`src/rtl/dram_reader_pkg.sv`:
```
// Shared definitions for the DRAM burst reader: FSM state encoding and
// default interface widths.
package dram_reader_pkg;

   typedef enum logic [1:0] {
      IDLE = 2'd0,
      FILL = 2'd1,
      OUT  = 2'd2
   } state_e;

   localparam int DEF_ADDR_WIDTH = 16;
   localparam int DEF_DATA_WIDTH = 8;
   localparam int DEF_OUT_BYTES  = 4;
   localparam int DEF_LEN_WIDTH  = 16;

endpackage

```
`src/rtl/dram_burst_reader.sv`:
```
// Reads cmd_len bytes from cmd_addr on a one-cycle-latency memory and packs
// them little-endian into OUT_BYTES-wide words on a valid/ready stream.
module dram_burst_reader
   import dram_reader_pkg::*;
#(
   parameter int ADDR_WIDTH = DEF_ADDR_WIDTH,
   parameter int DATA_WIDTH = DEF_DATA_WIDTH,
   parameter int OUT_BYTES  = DEF_OUT_BYTES,
   parameter int LEN_WIDTH  = DEF_LEN_WIDTH
) (
   input  logic                            clk,
   input  logic                            rst_n,
   input  logic                            cmd_valid,
   output logic                            cmd_ready,
   input  logic [ADDR_WIDTH-1:0]           cmd_addr,
   input  logic [LEN_WIDTH-1:0]            cmd_len,
   output logic                            mem_we,
   output logic [ADDR_WIDTH-1:0]           mem_addr,
   output logic [DATA_WIDTH-1:0]           mem_din,
   input  logic [DATA_WIDTH-1:0]           mem_dout,
   output logic                            out_valid,
   input  logic                            out_ready,
   output logic [OUT_BYTES*DATA_WIDTH-1:0] out_data,
   output logic                            out_last,
   output logic                            busy,
   output logic                            done
);
   localparam int LANE_W = (OUT_BYTES > 1) ? $clog2(OUT_BYTES) : 1;
   localparam int WL_W   = $clog2(OUT_BYTES + 1);
   localparam int WORD_W = OUT_BYTES * DATA_WIDTH;

   localparam logic [ADDR_WIDTH-1:0] ADDR_ONE = ADDR_WIDTH'(1);
   localparam logic [LEN_WIDTH-1:0]  LEN_ONE  = LEN_WIDTH'(1);
   localparam logic [LANE_W-1:0]     LANE_ONE = LANE_W'(1);
   localparam logic [WL_W-1:0]       WL_ONE   = WL_W'(1);

   state_e                state_q, state_d;
   logic [ADDR_WIDTH-1:0] addr_q, addr_d;
   logic [LEN_WIDTH-1:0]  rem_q, rem_d;
   logic [WL_W-1:0]       word_left_q, word_left_d;
   logic [LANE_W-1:0]     lane_q, lane_d;
   logic                  cap_vld_q, cap_vld_d;
   logic [LANE_W-1:0]     cap_lane_q, cap_lane_d;
   logic [WORD_W-1:0]     data_q, data_d;
   logic                  done_q, done_d;

   // Bytes to issue for the next word: a full word or whatever remains.
   function automatic logic [WL_W-1:0] word_size(input logic [LEN_WIDTH-1:0] len);
      if (len >= LEN_WIDTH'(OUT_BYTES)) begin
         return WL_W'(OUT_BYTES);
      end
      return len[WL_W-1:0];
   endfunction

   always_comb begin
      state_d     = state_q;
      addr_d      = addr_q;
      rem_d       = rem_q;
      word_left_d = word_left_q;
      lane_d      = lane_q;
      cap_vld_d   = 1'b0;
      cap_lane_d  = cap_lane_q;
      data_d      = data_q;
      done_d      = 1'b0;

      // Read data returns one cycle after its address was issued.
      for (int i = 0; i < OUT_BYTES; i++) begin
         if (cap_vld_q && (cap_lane_q == LANE_W'(i))) begin
            data_d[i*DATA_WIDTH +: DATA_WIDTH] = mem_dout;
         end
      end

      case (state_q)
         IDLE: begin
            if (cmd_valid) begin
               if (cmd_len == '0) begin
                  done_d = 1'b1;
               end else begin
                  state_d     = FILL;
                  addr_d      = cmd_addr;
                  rem_d       = cmd_len;
                  word_left_d = word_size(cmd_len);
                  lane_d      = '0;
                  data_d      = '0;
               end
            end
         end
         FILL: begin
            if (word_left_q != '0) begin
               cap_vld_d   = 1'b1;
               cap_lane_d  = lane_q;
               lane_d      = lane_q + LANE_ONE;
               word_left_d = word_left_q - WL_ONE;
               rem_d       = rem_q - LEN_ONE;
               // The last issued address stays on the bus until the next word.
               if (word_left_q != WL_ONE) begin
                  addr_d = addr_q + ADDR_ONE;
               end
            end else begin
               state_d = OUT;
            end
         end
         OUT: begin
            if (out_ready) begin
               if (rem_q != '0) begin
                  state_d     = FILL;
                  addr_d      = addr_q + ADDR_ONE;
                  word_left_d = word_size(rem_q);
                  lane_d      = '0;
                  data_d      = '0;
               end else begin
                  state_d = IDLE;
                  done_d  = 1'b1;
               end
            end
         end
         default: begin
            state_d = IDLE;
         end
      endcase
   end

   always_ff @(posedge clk or negedge rst_n) begin
      if (!rst_n) begin
         state_q     <= IDLE;
         addr_q      <= '0;
         rem_q       <= '0;
         word_left_q <= '0;
         lane_q      <= '0;
         cap_vld_q   <= 1'b0;
         cap_lane_q  <= '0;
         data_q      <= '0;
         done_q      <= 1'b0;
      end else begin
         state_q     <= state_d;
         addr_q      <= addr_d;
         rem_q       <= rem_d;
         word_left_q <= word_left_d;
         lane_q      <= lane_d;
         cap_vld_q   <= cap_vld_d;
         cap_lane_q  <= cap_lane_d;
         data_q      <= data_d;
         done_q      <= done_d;
      end
   end

   assign cmd_ready = (state_q == IDLE);
   assign busy      = (state_q != IDLE);
   assign out_valid = (state_q == OUT);
   assign out_last  = (state_q == OUT) && (rem_q == '0);
   assign out_data  = data_q;
   assign mem_addr  = addr_q;
   assign mem_we    = 1'b0;
   assign mem_din   = '0;
   assign done      = done_q;

endmodule
```
`config.mk`:
```
export PLATFORM = sky130hd
export DESIGN_NAME = dram_burst_reader
export DESIGN_NICKNAME = d
export VERILOG_FILES = /design/src/rtl/dram_reader_pkg.sv /design/src/rtl/dram_burst_reader.sv
export SDC_FILE = /design/constraint.sdc
export NUM_CORES = 1
export LEC_CHECK = 0
export CAP_MARGIN = 25
export CORE_MARGIN = 2
export CORE_UTILIZATION = 40
export DETAILED_ROUTE_END_ITERATION = 6
export PLACE_DENSITY = 0.67
export SLEW_MARGIN = 10
export SYNTH_ARGS = -nofsm -noshare
export SYNTH_HDL_FRONTEND = slang
export SYNTH_SLANG_ARGS = --single-unit
```
`constraint.sdc`:
```
create_clock -name clk -period 6.58 [get_ports clk]
set_input_delay 1.316 -clock clk [delete_from_list [all_inputs] [get_ports clk]]
set_output_delay 1.316 -clock clk [all_outputs]
set_load 0.02 [all_outputs]
```
==> impl_metrics.py, run 1 <==
metrics = {
    "setup_path": {
        "r2r_slack_ns": 3.50,
        "critPathLaunchType": "register",
        "worstSetupEndpointType": "primary output",
        "critical_path_required_ns": 5.26,
        "reg2reg_from": "state_q[1]",
        "r2r-end": "mem_addr[4]",
        "criticalPathCategory": "reg2out",
        "reg2reg_depth": 9,
        "crit_fanout": 9,
        "arrival_ns": 3.21,
    },
    "placed_design": {
        "placed_area_sq_um": 5220,
        "place_inst": 656,
        "io_buffer_count": 96,
        "place_congestion": 0.785,
        "hpwl_um": 7490,
    },
    "detailed_routing": {
        "drt_iter0_drc": 179,
        "num_vias": 3665,
        "detail-route-antenna-nets": 0,
        "routed_wl_um": 10600,
        "viasPerCell": 5.45,
        "drc": 0,
        "wl_per_cell_um": 15.7,
        "first_pass_iters": 5,
    },
    "sta": {
        "rsz0062_at_grt": "no",
        "hold_ws_ns": 0.519,
        "worst_pin_slew_ns": 0.841,
        "finClkSkew_ns": 0.00791,
        "finalSetupViolations": 0,
        "fin_crit_ns": 4.53,
        "fmax_ghz": 0.221,
        "relSlewSlack_pct": 43.8,
        "period_share_pct": 68.8,
        "fin_setup_tns_ns": 0,
        "slew_viol_final": 0,
        "hold_viol": 0,
    },
    "layout": {
        "stdcell_area_sq_um": 5480,
        "fill_cells": 928,
        "multi_input_area_sq_um": 2120,
        "layout_commonest_cell": "clkdlybuf4s50_1",
        "mostFrequentLayoutCells": "95 x clkdlybuf4s50_1, 75 x dfrtp_1, 63 x nor2_1, 34 x mux2i_1, 30 x a21oi_1",
        "regArea_sq_um": 1880,
        "postLayoutCoreUtil_pct": 53.6,
        "finalNetCount": 586,
        "syn_to_final_growth_pct": 31.2,
        "final-instance-count-excl-fill": 673,
        "antenna_cells": 0,
        "drive_gt1_share_pct": 7.82,
    },
    "synthesis": {
        "ys_types": 58,
        "avgSynthCellArea_sq_um": 9.48,
        "synth_edf_count": 0,
        "synth_top_cell_by_area": "dfrtp_1",
        "synth-async-reset-ratio_pct": 100,
        "synth_top_area_share_pct": 44.9,
        "yosys_warnings": 0,
        "syn-cell-area_sq_um": 4180,
        "netlist_top_cells_area": "dfrtp_1 45%, mux2i_1 8.1%, nor2_1 5.7%",
        "yosys_register_bits": 75,
        "synth_ff_type": "dfrtp_1",
        "netlist_instances": 441,
        "ys_seq_area_share_pct": 44.9,
    },
    "hold_path": {
        "min_path_type": "reg2reg",
        "hold_path_end": "rem_q[15]",
        "hold_start": "rem_q[15]",
        "whs_path_depth": 1,
    },
    "pwr": {
        "p_leak_nw": 2.42,
        "ir_worst_vdd_v": 0.000188,
        "p_per_area_nw_per_um2": 463,
    },
    "cts": {
        "hold_buffers": 0,
        "cts_buffers": 9,
        "root_buffer": "clkbuf_8",
        "path_clk_slew_ns": 0.08,
        "cts.path.max_buffers": 2,
        "cts_tree": "built",
        "htree_levels": 3,
        "clkSinkCount": 75,
        "insertion_delay_ns": 0.35,
        "cts-resized-gates": 0,
        "post_cts_buffers": 0,
    },
    "grt": {
        "overflow": 0,
        "track_usage_pct": 19.0,
        "grt_antenna_before_repair": 0,
        "grt_max_degree": 76,
        "grt_pass1_vias": 3479,
        "grt_first_pass_wirelength_um": 17200,
    },
    "outcome": {
        "outcome": "finished, final reports clean",
    },
    "job": {
        "timing.max_cap.violations": 0,
    },
    "floorplan": {
        "die_h_um": 106,
        "fp-row-count": 37,
        "floorplan.initialDensity_pct": 40.9,
        "die_x_um": 106,
        "ioPinCount": 106,
        "fp.dieArea_sq_um": 11300,
        "fp.coreArea_sq_um": 10200,
    },
}
critical path, cell delays in order, from the launching register on:
cell and delay (ns):
dfrtp_1 0.44, or4_1 0.66, or4_1 0.61, nor3_4 0.46, clkdlybuf4s50_1 0.69
layer usage:
| layer | share of wire [%] | wire, um | up-vias | GRT usage, % |
|---|---|---|---|---|
| met1 | 46 | 4860 | 1777 | 25.4 |
| met2 | 48 | 5100 | 96 | 30.5 |
| met4 | 1.0 | 106 | 0 | 5.73 |
| met3 | 4.7 | 493 | 8 | 4.60 |
| li1 | - | - | 1784 | - |
| met5 | 0 | 0 | - | 0 |
synth_stat cells, drive strengths merged (10+ instances only):
cell type / number
buf: 15
ha: 10
clkbuf: 16
nand2: 22
a21oi: 30
o22ai: 14
mux2i: 34
o21ai: 13
nor3: 19
nor2: 64
dfrtp: 75
nand3: 19
inv: 14
report_power, final:
group | total, mW | leakage [nW] | switching [mW] | internal, mW
Combinational | 1.32 | 1.35 | 0.746 | 0.570
Clock | 0.411 | 0.118 | 0.189 | 0.222
Sequential | 0.813 | 0.943 | 0.180 | 0.633
Total | 2.54 | 2.42 | 1.12 | 1.42
layout make-up:
cell class / instances / share of cell area, %
clock buffers: 9 / 2.26
flip-flops and latches: 75 / 34.2
inverters: 14 / 0.958
multi-input cells: 329 / 38.7
clock inverters: 7 / 1.98
repair buffers: 103 / 18.8
well taps: 136 / 3.10
sequential cells by signal, summed over array words and instances, names as in the netlist:
| name | flops |
|---|---|
| done | 1 |
| cap_lane_q | 2 |
| lane_q | 2 |
| out_data | 32 |
| word_left_q | 3 |
| state_q | 2 |
| cap_vld_q | 1 |
| mem_addr | 16 |
| rem_q | 16 |
per-stage QoR:
step | total power, mW | setup WS [ns]
6_report | 2.54 | 2.05
3_3_place_gp | 2.10 | 2.46
5_1_grt | 2.73 | 1.91
4_1_cts | 2.56 | 2.03
3_5_place_dp | 2.14 | 2.44
2_1_floorplan | 1.70 | 3.24
logic make-up after synthesis:
group	count (synthesis)	share of synthesized area, %
buffers and inverters	45	5.15
AND/OR/NAND/NOR	171	20.5
AO/OA/AOI/OAI	97	16.1
flip-flops	75	44.9
other	1	0.0897
adder cells (fa/ha/maj)	10	2.99
XOR/XNOR	1	0.210
multiplexers	41	10.0
worst max-delay path by stage:
stage | slack, ns | to | cells after the start | start
after floorplan | 3.24 | out_last | 5 | rem_q[3]
after global placement | 2.46 | out_last | 4 | rem_q[3]
after detailed placement | 2.44 | out_last | 4 | rem_q[3]
after CTS | 2.03 | out_last | 4 | rem_q[3]
after global routing | 1.91 | out_last | 4 | rem_q[3]
final | 2.05 | out_last | 4 | rem_q[3]
(Power assumes the default switching activity.)
==> run 2: changes to the inputs <==
--- a/config.mk
+++ b/config.mk
@@ -9,7 +9,7 @@
 export CORE_MARGIN = 2
 export CORE_UTILIZATION = 40
 export DETAILED_ROUTE_END_ITERATION = 6
-export PLACE_DENSITY = 0.67
+export PLACE_DENSITY = 0.7
 export SLEW_MARGIN = 10
 export SYNTH_ARGS = -nofsm -noshare
 export SYNTH_HDL_FRONTEND = slang
==> constraint.sdc (replaced) <==
create_clock -name clk -period 4.05 [get_ports clk]
set_input_delay 0.81 -clock clk [delete_from_list [all_inputs] [get_ports clk]]
set_output_delay 0.81 -clock clk [all_outputs]
set_load 0.02 [all_outputs]
==> run 2 against run 1 <==
  * Largest cell class unchanged
  * Routed wire length up 1.0%
  * Count of clock-buffer cells in the layout unchanged
  * Largest power group unchanged
  * Hold slack worse by 0.15 ns
  * Sequential power up 64%
  * Critical path depth unchanged
  * Non-clock buffer count up 2
  * Worst setup slack worse by 1.7 ns
==> impl_metrics.py, run 2 (synthesized netlist as in run 1, its figures left out) <==
metrics = {
    "outcome": {
        "outcome": "finished, final reports clean",
    },
    "placed_design": {
        "io_buffer_count": 96,
        "placed_area_sq_um": 5240,
        "hpwl_um": 7690,
        "place_congestion": 0.832,
    },
    "detailed_routing": {
        "detail-route-antenna-nets": 0,
        "drc": 0,
        "drt_iter0_drc": 209,
        "routed_wl_um": 10700,
        "wl_per_cell_um": 15.8,
        "num_vias": 3692,
        "first_pass_iters": 4,
        "viasPerCell": 5.47,
    },
    "cts": {
        "cts-resized-gates": 0,
        "insertion_delay_ns": 0.35,
        "cts_buffers": 9,
        "path_clk_slew_ns": 0.08,
        "post_cts_buffers": 0,
        "root_buffer": "clkbuf_8",
        "htree_levels": 3,
        "cts_tree": "built",
        "hold_buffers": 0,
        "cts.path.max_buffers": 2,
        "clkSinkCount": 75,
    },
    "sta": {
        "fmax_ghz": 0.268,
        "relSlewSlack_pct": 43.4,
        "slew_viol_final": 0,
        "fin_setup_tns_ns": 0,
        "hold_viol": 0,
        "fin_crit_ns": 3.74,
        "finClkSkew_ns": 0.00908,
        "rsz0062_at_grt": "no",
        "finalSetupViolations": 0,
        "period_share_pct": 92.2,
        "worst_pin_slew_ns": 0.848,
    },
    "setup_path": {
        "worstSetupEndpointType": "primary output",
        "crit_fanout": 6,
        "cpLargestDelayFamily": "simple AND/OR/NAND/NOR gates",
        "path_cells": "or4_1, or4_1, nor3_4, clkdlybuf4s50_1",
        "slowest_delay_ns": 0.64,
        "crit_top_cell": "or4_1",
        "criticalPathCategory": "reg2out",
        "critical_path_required_ns": 3.24,
        "arrival_ns": 2.93,
        "critPathLaunchType": "register",
        "path_buf_inv": 1,
        "cpMaxStageDelayCell": "clkdlybuf4s50_1",
    },
    "layout": {
        "syn_to_final_growth_pct": 31.3,
        "largest_reg_flops": 32,
        "stdcell_area_sq_um": 5490,
        "antenna_cells": 0,
        "mostFrequentLayoutCells": "95 x clkdlybuf4s50_1, 75 x dfrtp_1, 63 x nor2_1, 34 x mux2i_1, 30 x a21oi_1",
        "finalNetCount": 588,
        "fill_cells": 942,
        "layout_commonest_cell": "clkdlybuf4s50_1",
        "drive_gt1_share_pct": 8.16,
    },
    "grt": {
        "track_usage_pct": 19.6,
        "overflow": 0,
        "grt_pass1_vias": 3677,
        "grt_first_pass_wirelength_um": 17900,
        "grt_max_degree": 76,
        "grt_antenna_before_repair": 0,
    },
    "floorplan": {
        "ioPinCount": 106,
        "die_x_um": 106,
        "die_h_um": 106,
        "fp.dieArea_sq_um": 11300,
        "fp.coreArea_sq_um": 10200,
        "floorplan.initialDensity_pct": 40.9,
        "fp-row-count": 37,
    },
    "job": {
        "timing.max_cap.violations": 0,
    },
    "pwr": {
        "ir_worst_vdd_v": 0.000349,
        "p_per_area_nw_per_um2": 753,
        "p_leak_nw": 2.41,
    },
    "hold_path": {
        "min_path_type": "in2async",
    },
}
==> run 2: final cells by class <==
type                    instances  area [sq um]  area share (%)
flip-flops and latches         75          1880            34.2
repair buffers                105          1040            19.0
inverters                      14          52.6           0.957
well taps                     136           170            3.10
multi-input cells             329          2120            38.7
clock buffers                   9           124            2.26
clock inverters                 7           100            1.82
==> run 2: per-layer routing <==
| layer | vias up | wire length (um) | global-route usage [%] |
|---|---|---|---|
| met5 | - | 0 | 0 |
| met4 | 0 | 155 | 6.77 |
| met3 | 12 | 430 | 2.94 |
| met2 | 105 | 5200 | 33.1 |
| met1 | 1799 | 4880 | 25.8 |
| li1 | 1776 | - | - |
==> run 2: power breakdown <==
| group | internal, mW | leakage [nW] | total, mW | switching, mW |
|---|---|---|---|---|
| clock network | 0.351 | 0.102 | 0.647 | 0.296 |
| logic | 0.937 | 1.36 | 2.16 | 1.22 |
| registers | 1.03 | 0.943 | 1.33 | 0.300 |
==> run 2: final timing paths <==
kind | cells after the start | from | slack, ns | end
min in group clk | 2 | out_data[19] | 0.53 | out_data[19]
min | 2 | rst_n | 0.37 | out_data[25]
max | 4 | rem_q[3] | 0.31 | out_last
max in group asynchronous | 3 | rst_n | 3.13 | mem_addr[5]
min reg2reg | 2 | out_data[19] | 0.53 | out_data[19]
max reg2reg | 6 | rem_q[3] | 1.06 | mem_addr[2]
==> run 2: worst register-to-register path, cell delays in order, from the launching register on <==
cell and delay (ns):
dfrtp_1 0.44, or4_1 0.63, or4_1 0.62, o311a_1 0.43, nand2_1 0.41, o22ai_1 0.17
nor3b_1 0.21
==> run 2: stage by stage <==
step	total power, mW	util, %	hold WS, ns	std cells	worst slack [ns]
3_3_place_gp	3.43	51.2	0.490	658	0.713
3_5_place_dp	3.49	51.2	0.513	658	0.698
4_1_cts	4.15	53.4	0.532	674	0.306
5_1_grt	4.44	53.7	0.371	675	0.226
2_1_floorplan	2.76	-	0.473	449	1.22
6_report	4.13	53.7	0.369	675	0.314
==> run 3: changes to the inputs <==
--- a/config.mk
+++ b/config.mk
@@ -10,7 +10,7 @@
 export CORE_UTILIZATION = 40
 export DETAILED_ROUTE_END_ITERATION = 6
 export PLACE_DENSITY = 0.7
-export SLEW_MARGIN = 10
+export SLEW_MARGIN = 25
 export SYNTH_ARGS = -nofsm -noshare
 export SYNTH_HDL_FRONTEND = slang
 export SYNTH_SLANG_ARGS = --single-unit
==> run 3 against run 2 <==
  * Final cell count down 0.15%
  * Routed wire length grew 0.37%
  * Clock skew barely moved
  * Count of clock-buffer cells in the layout is the same
  * Largest power group unchanged
  * Highest routed layer unchanged
==> impl_metrics.py, run 3 (synthesized netlist as in run 1, its figures left out) <==
metrics = {
    "placed_design": {
        "place_congestion": 0.832,
        "io_buffer_count": 96,
        "placed_area_sq_um": 5240,
        "hpwl_um": 7690,
    },
    "detailed_routing": {
        "routed_wl_um": 10700,
        "num_vias": 3707,
        "wl_per_cell_um": 15.9,
        "drt_iter0_drc": 187,
        "detail-route-antenna-nets": 0,
        "drc": 0,
        "first_pass_iters": 4,
        "viasPerCell": 5.50,
    },
    "cts": {
        "clkSinkCount": 75,
        "root_buffer": "clkbuf_8",
        "path_clk_slew_ns": 0.08,
        "post_cts_buffers": 0,
        "cts_tree": "built",
        "cts_buffers": 9,
        "insertion_delay_ns": 0.35,
        "htree_levels": 3,
        "hold_buffers": 0,
        "cts.path.max_buffers": 2,
        "cts-resized-gates": 0,
    },
    "pwr": {
        "swShare_pct": 44.0,
        "ir_worst_vdd_v": 0.000349,
        "pwr-share-seq_pct": 32.2,
        "p_int_mw": 2.31,
        "power_frac_clock_pct": 15.7,
        "comb_power_share_pct": 52.1,
        "p_per_area_nw_per_um2": 756,
        "p_leak_nw": 2.40,
        "p_switching_mw": 1.82,
    },
    "setup_path": {
        "critPathLaunchType": "register",
        "arrival_ns": 2.92,
        "criticalPathCategory": "reg2out",
        "worstSetupEndpointType": "primary output",
        "critical_path_required_ns": 3.24,
        "crit_fanout": 6,
    },
    "layout": {
        "drive_gt1_share_pct": 7.99,
        "finalNetCount": 587,
        "layout_commonest_cell": "clkdlybuf4s50_1",
        "regArea_sq_um": 1880,
        "mostFrequentLayoutCells": "95 x clkdlybuf4s50_1, 75 x dfrtp_1, 63 x nor2_1, 34 x mux2i_1, 30 x a21oi_1",
        "postLayoutCoreUtil_pct": 53.4,
        "largest_reg_flops": 32,
        "antenna_cells": 0,
        "multi_input_area_sq_um": 2120,
        "stdcell_area_sq_um": 5470,
        "fill_cells": 943,
        "syn_to_final_growth_pct": 30.8,
    },
    "grt": {
        "grt_pass1_vias": 3677,
        "overflow": 0,
        "grt_antenna_before_repair": 0,
        "grt_first_pass_wirelength_um": 17900,
        "gr-usage-met3_pct": 2.94,
        "grt_busiest_layer": "met2",
        "grt_max_degree": 76,
        "track_usage_pct": 19.6,
        "use_met2_pct": 33.1,
        "met1_usage_pct": 25.8,
    },
    "sta": {
        "hold_viol": 0,
        "hold_ws_ns": 0.525,
        "finalSetupViolations": 0,
        "fin_crit_ns": 3.73,
        "worst_pin_slew_ns": 0.846,
        "period_share_pct": 92.1,
        "rsz0062_at_grt": "no",
        "finClkSkew_ns": 0.00876,
        "fmax_ghz": 0.268,
        "fin_setup_tns_ns": 0,
        "slew_viol_final": 0,
        "relSlewSlack_pct": 43.5,
    },
    "floorplan": {
        "fp.dieArea_sq_um": 11300,
        "die_x_um": 106,
        "fp-row-count": 37,
        "die_h_um": 106,
        "floorplan.initialDensity_pct": 40.9,
        "ioPinCount": 106,
        "fp.coreArea_sq_um": 10200,
    },
    "hold_path": {
        "min_path_type": "reg2reg",
    },
    "outcome": {
        "outcome": "finished, final reports clean",
    },
    "job": {
        "timing.max_cap.violations": 0,
    },
}
## run 3: cell types whose count changed in the layout (fill, tap and decap cells not counted), sizes merged
cell,change
buf,-1
## run 3: layout make-up
class                      count  area share, %
clock buffer                   9           2.27
multi-input combinational    329           38.8
tap                          136           3.11
clock inverter                 7           1.83
sequential                    75           34.3
inverter                      14          0.961
timing repair buffer         104           18.7
## run 3: power groups by stage
stage | combinational, mW | clock [mW] | sequential (mW)
after floorplan | 1.32 | 0 | 1.44
after global placement | 2.11 | 0 | 1.32
after detailed placement | 2.16 | 0 | 1.33
after CTS | 2.17 | 0.664 | 1.32
after global routing | 2.36 | 0.698 | 1.38
final | 2.15 | 0.647 | 1.33
## run 3: routing by layer
metal | up-vias | share of wire [%]
li1 | 1777 | -
met3 | 11 | 4.3
met4 | 0 | 1.3
met2 | 114 | 49
met5 | - | 0
met1 | 1805 | 46
## run 3: stage by stage
stage,total power [mW],setup WS (ns),cells
floorplan,2.76,1.22,449
global placement,3.43,0.713,658
detailed placement,3.49,0.698,658
CTS,4.15,0.306,674
global route,4.44,0.226,674
finish,4.13,0.318,674
## run 3: path summary, 6_finish.rpt
| check | start | slack, ns | end | depth (start not counted) |
|---|---|---|---|---|
| max | rem_q[3] | 0.32 | out_last | 4 |
| min | out_data[19] | 0.53 | out_data[19] | 2 |
| max reg2reg | rem_q[3] | 1.07 | mem_addr[2] | 6 |
| min reg2reg | out_data[19] | 0.53 | out_data[19] | 2 |
| max in group asynchronous | rst_n | 2.99 | mem_addr[5] | 2 |
| min in group asynchronous | rst_n | 0.57 | out_data[25] | 2 |
## run 3: critical path: stages, from the launching register on
cell and delay (ns):
dfrtp_1 0.43, or4_1 0.63, or4_1 0.61, nor3_4 0.25
clkdlybuf4s50_1 0.64
